**src/rtl/bist_pkg.sv**
```systemverilog
// Shared definitions for the RAM BIST pattern datapath: mode and FSM encodings,
// maximal-length Galois LFSR tap masks and a constant-evaluable clog2.
package bist_pkg;

    typedef enum logic [1:0] {
        MODE_SOLID   = 2'd0,
        MODE_CHECKER = 2'd1,
        MODE_WALK1   = 2'd2,
        MODE_LFSR    = 2'd3
    } mode_e;

    typedef enum logic [1:0] {
        ST_IDLE = 2'd0,
        ST_RUN  = 2'd1,
        ST_DONE = 2'd2
    } state_e;

    localparam int LFSR_MIN_W = 3;
    localparam int LFSR_MAX_W = 16;

    // Right-shift Galois toggle masks; each gives a 2^W-1 cycle over non-zero states.
    function automatic logic [15:0] lfsr_taps(input int width);
        logic [15:0] taps;
        case (width)
            3:       taps = 16'h0006;
            4:       taps = 16'h000C;
            5:       taps = 16'h0014;
            6:       taps = 16'h0030;
            7:       taps = 16'h0060;
            8:       taps = 16'h00B8;
            9:       taps = 16'h0110;
            10:      taps = 16'h0240;
            11:      taps = 16'h0500;
            12:      taps = 16'h0829;
            13:      taps = 16'h100D;
            14:      taps = 16'h2015;
            15:      taps = 16'h6000;
            16:      taps = 16'hD008;
            default: taps = 16'h0006;
        endcase
        return taps;
    endfunction

    function automatic int clog2(input int value);
        int r;
        r = 0;
        for (int i = 0; i < 31; i++) begin
            if (value > (1 << i)) r = i + 1;
        end
        return (r < 1) ? 1 : r;
    endfunction

endpackage

```
**src/rtl/lfsr_core.sv**
```systemverilog
// Galois right-shift LFSR with synchronous load of the seed and single-step advance.
// next_o is the value the register takes at the coming edge.
module lfsr_core
    import bist_pkg::*;
#(
    parameter int WIDTH = 3,
    parameter int SEED  = 1
) (
    input  logic             clk,
    input  logic             rst_n,
    input  logic             load_i,
    input  logic             step_i,
    output logic [WIDTH-1:0] next_o
);

    localparam logic [WIDTH-1:0] SEED_RAW = WIDTH'(SEED);
    localparam logic [WIDTH-1:0] SEED_W   = (SEED_RAW == '0) ? WIDTH'(1) : SEED_RAW;
    localparam logic [15:0]      TAPS_ALL = lfsr_taps(WIDTH);
    localparam logic [WIDTH-1:0] TAPS     = TAPS_ALL[WIDTH-1:0];

    logic [WIDTH-1:0] state_q, state_d;

    always_comb begin
        state_d = state_q;
        if (load_i) begin
            state_d = SEED_W;
        end else if (step_i) begin
            state_d = state_q[0] ? ((state_q >> 1) ^ TAPS) : (state_q >> 1);
        end
    end

    assign next_o = state_d;

    // NOTE: sequential state uses non-blocking assignments so every flop samples pre-edge values.
    always_ff @(posedge clk or negedge rst_n) begin
        if (!rst_n) begin
            state_q <= SEED_W;
        end else begin
            state_q <= state_d;
        end
    end

endmodule

```
**src/rtl/pattern_gen.sv**
```systemverilog
// BIST test-pattern generator: SOLID / CHECKER / WALK1 / LFSR sequences with optional
// inversion, start/advance handshake, registered word/valid/last/idx and sticky done.
module pattern_gen
    import bist_pkg::*;
#(
    parameter  int WORD_SIZE = 3,
    parameter  int LFSR_LEN  = 7,
    parameter  int LFSR_SEED = 1,
    localparam int MAX_LEN   = (LFSR_LEN > WORD_SIZE) ? ((LFSR_LEN > 2) ? LFSR_LEN : 2)
                                                      : ((WORD_SIZE > 2) ? WORD_SIZE : 2),
    localparam int IDX_W     = clog2(MAX_LEN)
) (
    input  logic                 clk,
    input  logic                 rst_n,
    input  logic                 start,
    input  logic [1:0]           mode,
    input  logic                 invert,
    input  logic                 gen_next,
    output logic [WORD_SIZE-1:0] word,
    output logic                 valid,
    output logic                 last,
    output logic [IDX_W-1:0]     idx,
    output logic                 done
);

    function automatic logic [WORD_SIZE-1:0] checker_base();
        logic [WORD_SIZE-1:0] r;
        r = '0;
        for (int k = 0; k < WORD_SIZE; k++) r[k] = ((k % 2) == 1);
        return r;
    endfunction

    localparam logic [WORD_SIZE-1:0] CHECKER_BASE = checker_base();

    function automatic logic [IDX_W-1:0] seq_last(input mode_e m);
        logic [IDX_W-1:0] r;
        r = IDX_W'(1);
        case (m)
            MODE_SOLID, MODE_CHECKER: r = IDX_W'(1);
            MODE_WALK1:               r = IDX_W'(WORD_SIZE - 1);
            MODE_LFSR:                r = IDX_W'(LFSR_LEN - 1);
            default:                  r = IDX_W'(1);
        endcase
        return r;
    endfunction

    function automatic logic [WORD_SIZE-1:0] pattern_word(input mode_e m,
                                                          input logic [IDX_W-1:0] i,
                                                          input logic [WORD_SIZE-1:0] lfsr_val);
        logic [WORD_SIZE-1:0] r;
        r = '0;
        case (m)
            MODE_SOLID:   r = {WORD_SIZE{i[0]}};
            MODE_CHECKER: r = CHECKER_BASE ^ {WORD_SIZE{i[0]}};
            MODE_WALK1:   r = WORD_SIZE'(1) << i;
            MODE_LFSR:    r = lfsr_val;
            default:      r = '0;
        endcase
        return r;
    endfunction

    state_e               state_q, state_d;
    mode_e                mode_q, mode_d;
    logic                 invert_q, invert_d;
    logic [IDX_W-1:0]     idx_q, idx_d;
    logic [WORD_SIZE-1:0] word_q, word_d;
    logic                 valid_q, valid_d;
    logic                 last_q, last_d;
    logic                 done_q, done_d;
    logic [WORD_SIZE-1:0] lfsr_next;
    logic                 start_accept;
    logic                 advance;

    // Kept outside the main combinational block so the LFSR feedback path has no block-level loop.
    assign start_accept = start && (state_q != ST_RUN);
    assign advance      = gen_next && (state_q == ST_RUN);

    lfsr_core #(
        .WIDTH (WORD_SIZE),
        .SEED  (LFSR_SEED)
    ) u_lfsr (
        .clk    (clk),
        .rst_n  (rst_n),
        .load_i (start_accept),
        .step_i (advance),
        .next_o (lfsr_next)
    );

    always_comb begin
        // NOTE: every output of this block gets a default first, so no path can infer a latch.
        state_d  = state_q;
        mode_d   = mode_q;
        invert_d = invert_q;
        idx_d    = idx_q;
        word_d   = word_q;
        valid_d  = valid_q;
        last_d   = last_q;
        done_d   = done_q;

        if (start_accept) begin
            state_d  = ST_RUN;
            mode_d   = mode_e'(mode);
            invert_d = invert;
            idx_d    = '0;
            word_d   = pattern_word(mode_e'(mode), '0, lfsr_next) ^ {WORD_SIZE{invert}};
            valid_d  = 1'b1;
            last_d   = (seq_last(mode_e'(mode)) == '0);
            done_d   = 1'b0;
        end else if (advance) begin
            if (last_q) begin
                state_d = ST_DONE;
                valid_d = 1'b0;
                last_d  = 1'b0;
                done_d  = 1'b1;
            end else begin
                idx_d  = idx_q + 1'b1;
                word_d = pattern_word(mode_q, idx_d, lfsr_next) ^ {WORD_SIZE{invert_q}};
                last_d = (idx_d == seq_last(mode_q));
            end
        end
    end

    always_ff @(posedge clk or negedge rst_n) begin
        if (!rst_n) begin
            state_q  <= ST_IDLE;
            mode_q   <= MODE_SOLID;
            invert_q <= 1'b0;
            idx_q    <= '0;
            word_q   <= '0;
            valid_q  <= 1'b0;
            last_q   <= 1'b0;
            done_q   <= 1'b0;
        end else begin
            state_q  <= state_d;
            mode_q   <= mode_d;
            invert_q <= invert_d;
            idx_q    <= idx_d;
            word_q   <= word_d;
            valid_q  <= valid_d;
            last_q   <= last_d;
            done_q   <= done_d;
        end
    end

    assign word  = word_q;
    assign valid = valid_q;
    assign last  = last_q;
    assign idx   = idx_q;
    assign done  = done_q;

endmodule

```
**config.mk**
```make
export PLATFORM = sky130hd
export DESIGN_NAME = pattern_gen
export DESIGN_NICKNAME = d
export VERILOG_FILES = /design/src/rtl/bist_pkg.sv /design/src/rtl/lfsr_core.sv /design/src/rtl/pattern_gen.sv
export SDC_FILE = /design/constraint.sdc
export NUM_CORES = 1
export LEC_CHECK = 0
export ABC_CLOCK_PERIOD_IN_PS = 1710
export CORE_UTILIZATION = 46
export DETAILED_ROUTE_END_ITERATION = 10
export PLACE_DENSITY_LB_ADDON = 0.08
export REMOVE_ABC_BUFFERS = 1
export SLEW_MARGIN = 20
export SYNTH_ARGS = -nofsm -noshare
export SYNTH_HDL_FRONTEND = slang
export SYNTH_SLANG_ARGS = --single-unit
export TNS_END_PERCENT = 10
```
**constraint.sdc**
```tcl
create_clock -name clk -period 1.71 [get_ports clk]
set_input_delay 0.4275 -clock clk [delete_from_list [all_inputs] [get_ports clk]]
set_output_delay 0.4275 -clock clk [all_outputs]
set_load 0.05 [all_outputs]
```
==> flow_metrics.py, run 1 <==
metrics = {
    "outcome": {
        "outcome": "completed",
    },
    "synthesis": {
        "synth.top_cells.by_area": "sky130_fd_sc_hd__dfrtp_1 (38%), sky130_fd_sc_hd__nand2_1 (7.8%), sky130_fd_sc_hd__ha_1 (5.4%), sky130_fd_sc_hd__xnor2_1 (4.8%), sky130_fd_sc_hd__nor2_1 (3.7%)",
        "number_of_enable_type_register_cells_in_the_synthesized_netlist": 0,
        "syn-cell-area_sq_um": 920,
        "yosys.area.top_type": "sky130_fd_sc_hd__dfrtp_1",
        "yosys_warnings": 0,
        "yosys.cell_count.top_type": "sky130_fd_sc_hd__nand2_1",
        "ys_ff_latch": 15,
        "synthArstFlopShare": 1.00,
        "yosys_most_used_dff": "sky130_fd_sc_hd__dfrtp_1",
        "yosysTopAreaCellShare": 0.381,
        "yosysSeqAreaShare": 0.410,
        "avgSynthCellArea_sq_um": 9.11,
        "synth.lib_cells_used.distinct": 33,
        "synth.cells.most_frequent": "sky130_fd_sc_hd__nand2_1 (19), sky130_fd_sc_hd__dfrtp_1 (14), sky130_fd_sc_hd__nor2_1 (9)",
        "syn_inst": 101,
    },
    "timing": {
        "holdWs_ps": 390,
        "slew_headroom": 0.771,
        "finalWorstPathRequiredPeriod_ps": 1630,
        "final_max_slew_viol_count": 0,
        "finalSetupViolCount": 0,
        "fin_skew_ps": 0.411,
        "final_hold_viol_count": 0,
        "max_clock_freq_mhz": 615,
        "transition_time_at_the_pin_with_the_least_slew_margin_ps": 343,
        "crit_share_post_route": 0.950,
        "rsz0062_at_grt": "true",
    },
    "power": {
        "post-layout-total-power_w": 0.00278,
        "power_switching_w": 0.00133,
        "seq_power_share": 0.274,
        "pwr-share-clk": 0.075,
        "power.share.switching": 0.479,
        "comb_power_share": 0.650,
        "power-per-cell-area_mw_per_mm2": 2170,
        "p_int_w": 0.00145,
        "power.static_leakage_nw": 0.589,
        "vdd.ir_drop.worst_mv": 1.22,
    },
    "final_layout": {
        "final_core_utilization": 0.712,
        "layout.nets": 143,
        "antenna-diode-count": 0,
        "synthToLayoutAreaGrowth_pct": 39.5,
        "final_layout_size_suffix_gt1_frac": 0.260,
        "final.fill_count": 145,
        "stdcell_area_sq_mm": 0.00128,
    },
    "detailed_routing": {
        "drc": 0,
        "wl_per_cell_microns": 13.7,
        "route.vias.total": 826,
        "routed_wirelength_microns": 2140,
        "post_drt_via_cell_ratio": 5.29,
        "firstDrtPassIters": 4,
        "route.antenna.remaining_nets": 0,
        "dr.first_iter.drc_count": 16,
    },
    "global_route": {
        "initial_antenna_violation_count": 0,
        "grt_pass1_wl_microns": 3480,
        "grt_pass1_vias": 794,
        "overflow": 0,
        "pin_count_of_the_biggest_net_entering_global_routing": 11,
        "track_usage": 0.227,
    },
    "place": {
        "routabilityCongestion": 0.802,
        "buffer_ports.inserted": 15,
        "place.detailed.hpwl_microns": 1690,
        "dpl-instance-area_sq_mm": 0.00124,
    },
    "die": {
        "design.die.area_sq_mm": 0.00218,
        "fp.dieH_microns": 46.7,
        "placementRows": 15,
        "ioPinCount": 16,
        "die_w_microns": 46.7,
        "core_sq_mm": 0.00180,
        "floorplan.initialDensity": 0.510,
    },
    "cts": {
        "clock_input_transition_at_the_sequential_cells_of_the_worst_setup_and_hold_paths_ps": 100,
        "cts_max_path_buffers": 2,
        "cts-htree-levels": 1,
        "cts_inserted_buffers": 3,
        "clock_sink_count": 15,
        "clk-insertion-delay-late_ps": 280,
        "clockRootBuffer": "sky130_fd_sc_hd__clkbuf_4",
        "clock_tree_from_tritoncts": "done",
    },
    "critical_path": {
        "timing.critical_path.fanout_max": 5,
        "r2r_cells": 6,
        "setup.worst_path.class": "register to register",
        "cp-start-kind": "register",
        "cp-end-kind": "register",
        "worstPathRequired_ps": 1880,
        "worst_path_arrival_time_ps": 1800,
    },
    "run": {
        "drv.max_cap_violation_count": 0,
    },
    "worst_hold_path": {
        "worst_hold_path_type": "primary input to asynchronous set/reset pin",
    },
}
## placed cells by master, fill, tap and decap left out, types with 3 or more instances in the layout
cell and n:
sky130_fd_sc_hd__dfrtp_1 14, sky130_fd_sc_hd__o21ai_0 3, sky130_fd_sc_hd__nand3_1 5, sky130_fd_sc_hd__xnor2_1 4
sky130_fd_sc_hd__nor2_1 9, sky130_fd_sc_hd__nand2_1 19, sky130_fd_sc_hd__ha_1 4, sky130_fd_sc_hd__clkbuf_4 3
sky130_fd_sc_hd__nand2b_1 3, sky130_fd_sc_hd__clkdlybuf4s50_1 5, sky130_fd_sc_hd__inv_1 5, sky130_fd_sc_hd__buf_12 6
sky130_fd_sc_hd__buf_4 15, sky130_fd_sc_hd__a21oi_1 3
## worst max-delay path, cell delays in order, from the launching register on
cell and delay, ps:
sky130_fd_sc_hd__dfrtp_1 400, sky130_fd_sc_hd__ha_1 250, sky130_fd_sc_hd__xnor2_2 280, sky130_fd_sc_hd__nand2_1 110, sky130_fd_sc_hd__a31oi_2 230, sky130_fd_sc_hd__a21oi_1 90, sky130_fd_sc_hd__nand3b_1 150
## cell families (layout without fill, tap and decap cells)
logic type	after synthesis	count (layout)	synth area share
flip-flops	15	15	0.410
multiplexers	2	2	0.0218
buffers and inverters	6	36	0.0258
AO/OA/AOI/OAI	25	25	0.200
AND/OR/NAND/NOR	44	44	0.241
XOR/XNOR	5	5	0.0476
adder cells (fa/ha/maj)	4	4	0.0544
## final cells by class
type                    instances  area, sq um  share of cell area
multi-input cells              80          533               0.416
flip-flops and latches         15          377               0.294
repair buffers                 27          295               0.230
well taps                      25         31.3              0.0244
clock buffers                   3         22.5              0.0176
inverters                       5         18.8              0.0146
clock inverters                 1         5.00             0.00390
## power by group through the flow
stage          Clock [W]  Combinational [W]  Sequential [W]
6_report        0.000209            0.00181        0.000762
5_1_grt         0.000223            0.00196        0.000790
4_1_cts         0.000213            0.00180        0.000754
3_5_place_dp           0            0.00178        0.000756
3_3_place_gp           0            0.00176        0.000752
2_1_floorplan          0           0.000770         0.00105
## state kept, by name (all words and copies together), names as in the netlist
signal and cells:
last 1, invert_q 1, state_q 2, word 3
u_lfsr.state_q 3, mode_q 2, idx 3
## what timing repair did
item | CTS | global route
setup endpoints to repair | 1 | 2
pin swaps | 0 | 1
buffers inserted | 0 | 0
hold buffers | 0 | 0
resized for setup | 1 | 2
## stage by stage
stage          std cells  setup TNS [ps]  setup slack (ps)
2_1_floorplan        100            -574              -207
3_3_place_gp         152            -591              -192
3_5_place_dp         152            -747              -247
4_1_cts              156               0              50.9
5_1_grt              156           -12.9             -12.9
6_report             156               0              84.8
## metal layers
metal | routed length [microns] | share of wire | vias up | GRT usage
met2 | 988 | 0.46 | 14 | 0.356
met4 | 13 | 0.0061 | 0 | 0.0686
met1 | 1060 | 0.50 | 390 | 0.330
li1 | - | - | 420 | -
met3 | 71 | 0.033 | 2 | 0.0235
met5 | 0 | 0 | - | 0
## path summary, 6_finish.rpt
path	start	to	slack, ps
max	idx[0]	word[2]	80
min	rst_n	mode_q[0]	390
max reg2reg	idx[0]	word[2]	80
min reg2reg	invert_q	invert_q	520
max in group asynchronous	rst_n	last	890
min in group clk	invert_q	invert_q	520
(Power assumes the default switching activity.)
==> inputs of run 2 (changes only) <==
--- a/config.mk
+++ b/config.mk
@@ -9,7 +9,6 @@
 export CORE_UTILIZATION = 46
 export DETAILED_ROUTE_END_ITERATION = 10
 export PLACE_DENSITY_LB_ADDON = 0.08
-export REMOVE_ABC_BUFFERS = 1
 export SLEW_MARGIN = 20
 export SYNTH_ARGS = -nofsm -noshare
 export SYNTH_HDL_FRONTEND = slang
==> run 2 against run 1 <==
  * Worst hold slack got worse by 11 ps
  * Via count rose by 4.7%
  * Largest cell class unchanged
  * Sequential cell count did not move
  * Highest routed layer unchanged
==> flow_metrics.py, run 2 (synthesized netlist as in run 1, its figures left out) <==
metrics = {
    "die": {
        "core_sq_mm": 0.00180,
        "design.die.area_sq_mm": 0.00218,
        "ioPinCount": 16,
        "fp.dieH_microns": 46.7,
        "floorplan.initialDensity": 0.510,
        "placementRows": 15,
        "die_w_microns": 46.7,
    },
    "final_layout": {
        "layout.nets": 146,
        "antenna-diode-count": 0,
        "layout.cells.most_common": "sky130_fd_sc_hd__nand2_1",
        "final.fill_count": 157,
        "final_layout_size_suffix_gt1_frac": 0.284,
        "synthToLayoutAreaGrowth_pct": 41.8,
        "layout_common_cells": "sky130_fd_sc_hd__nand2_1 (19), sky130_fd_sc_hd__buf_4 (18), sky130_fd_sc_hd__dfrtp_1 (12), sky130_fd_sc_hd__nor2_1 (9)",
        "stdcell_area_sq_mm": 0.00130,
        "final_cells": 159,
    },
    "timing": {
        "rsz0062_at_grt": "true",
        "max_clock_freq_mhz": 613,
        "final_max_slew_viol_count": 0,
        "fin_skew_ps": 8.77,
        "finalSetupViolCount": 0,
        "crit_share_post_route": 0.955,
        "finalWorstPathRequiredPeriod_ps": 1630,
        "transition_time_at_the_pin_with_the_least_slew_margin_ps": 331,
        "final_hold_viol_count": 0,
        "holdWs_ps": 379,
        "finalSetupTns_ps": 0,
        "slew_headroom": 0.778,
    },
    "cts": {
        "cts-htree-levels": 1,
        "clock_input_transition_at_the_sequential_cells_of_the_worst_setup_and_hold_paths_ps": 100,
        "cts_max_path_buffers": 2,
        "clk-insertion-delay-late_ps": 280,
        "cts_inserted_buffers": 3,
        "clock_tree_from_tritoncts": "done",
        "clockRootBuffer": "sky130_fd_sc_hd__clkbuf_4",
        "clock_sink_count": 15,
        "post_cts_hold_buffer_count": 0,
    },
    "global_route": {
        "grt_pass1_wl_microns": 3640,
        "track_usage": 0.239,
        "initial_antenna_violation_count": 0,
        "grt_pass1_vias": 795,
        "pin_count_of_the_biggest_net_entering_global_routing": 11,
        "overflow": 0,
    },
    "worst_hold_path": {
        "worst_hold_path_type": "primary input to asynchronous set/reset pin",
    },
    "power": {
        "post-layout-total-power_w": 0.00286,
        "vdd.ir_drop.worst_mv": 1.23,
        "power-per-cell-area_mw_per_mm2": 2190,
        "power.static_leakage_nw": 0.588,
    },
    "detailed_routing": {
        "wl_per_cell_microns": 14.8,
        "route.antenna.remaining_nets": 0,
        "routed_wirelength_microns": 2350,
        "dr.first_iter.drc_count": 49,
        "route.vias.total": 865,
        "firstDrtPassIters": 7,
        "drc": 0,
        "post_drt_via_cell_ratio": 5.44,
    },
    "critical_path": {
        "setup.worst_path.class": "register to register",
        "timing.critical_path.fanout_max": 5,
        "cp-start-kind": "register",
        "worst_path_arrival_time_ps": 1830,
        "worstPathRequired_ps": 1900,
        "cp-end-kind": "register",
    },
    "place": {
        "buffer_ports.inserted": 15,
        "routabilityCongestion": 0.880,
        "place.detailed.instances": 154,
        "place.detailed.hpwl_microns": 1890,
        "dpl-instance-area_sq_mm": 0.00126,
    },
    "synthesis": {
        "syn-num-nets": 112,
    },
    "outcome": {
        "outcome": "completed",
    },
    "run": {
        "drv.max_cap_violation_count": 0,
    },
}
==> run 2: routing by layer <==
metal	wire length, microns	vias up	global-route usage	share of wire
li1	-	426	-	-
met1	1110	412	0.356	0.47
met2	1110	25	0.375	0.47
met3	119	2	0.0235	0.051
met4	12	0	0.0514	0.0051
met5	0	-	0	0
==> run 2: path summary, 6_finish.rpt <==
path                          start        to  slack [ps]  cells past startpoint
max                          idx[0]      last          80                      7
max in group asynchronous     rst_n    idx[0]         900                      2
max reg2reg                  idx[0]      last          80                      7
min reg2reg                invert_q  invert_q         520                      2
min                           rst_n   word[2]         380                      1
min in group clk           invert_q  invert_q         520                      2
==> run 2: power breakdown <==
part	internal, W	leakage (nW)	total, W	switching, W
registers	0.000540	0.180	0.000776	0.000236
clock network	0.0000904	0.0150	0.000205	0.000114
logic	0.000861	0.394	0.00188	0.00102
total	0.00149	0.588	0.00286	0.00137
==> run 2: cell type report <==
type                    count  area, sq um  share of cell area
multi-input cells          80          533               0.409
well taps                  25         31.3              0.0240
repair buffers             30          315               0.242
flip-flops and latches     15          379               0.291
clock buffers               4         26.3              0.0202
inverters                   5         18.8              0.0144
==> run 2: stage by stage <==
step,setup slack [ps],utilization
2_1_floorplan,5.43,-
3_3_place_gp,-142,0.701
3_5_place_dp,-192,0.701
4_1_cts,66.1,0.716
5_1_grt,-12.6,0.724
6_report,77.4,0.724
==> run 2: timing repair <==
item                       4_1_cts  5_1_grt
gates resized for setup          0        1
setup endpoints to repair        0        2
hold endpoints to repair         0        0
buffers inserted                 0        1
==> run 2: worst max-delay path: stages (launching register included) <==
cell and delay (ps):
sky130_fd_sc_hd__dfrtp_2 420, sky130_fd_sc_hd__ha_1 250, sky130_fd_sc_hd__xnor2_2 250, sky130_fd_sc_hd__buf_4 160, sky130_fd_sc_hd__xnor2_1 60, sky130_fd_sc_hd__o22ai_1 170
sky130_fd_sc_hd__nand2_1 80, sky130_fd_sc_hd__a21oi_1 160
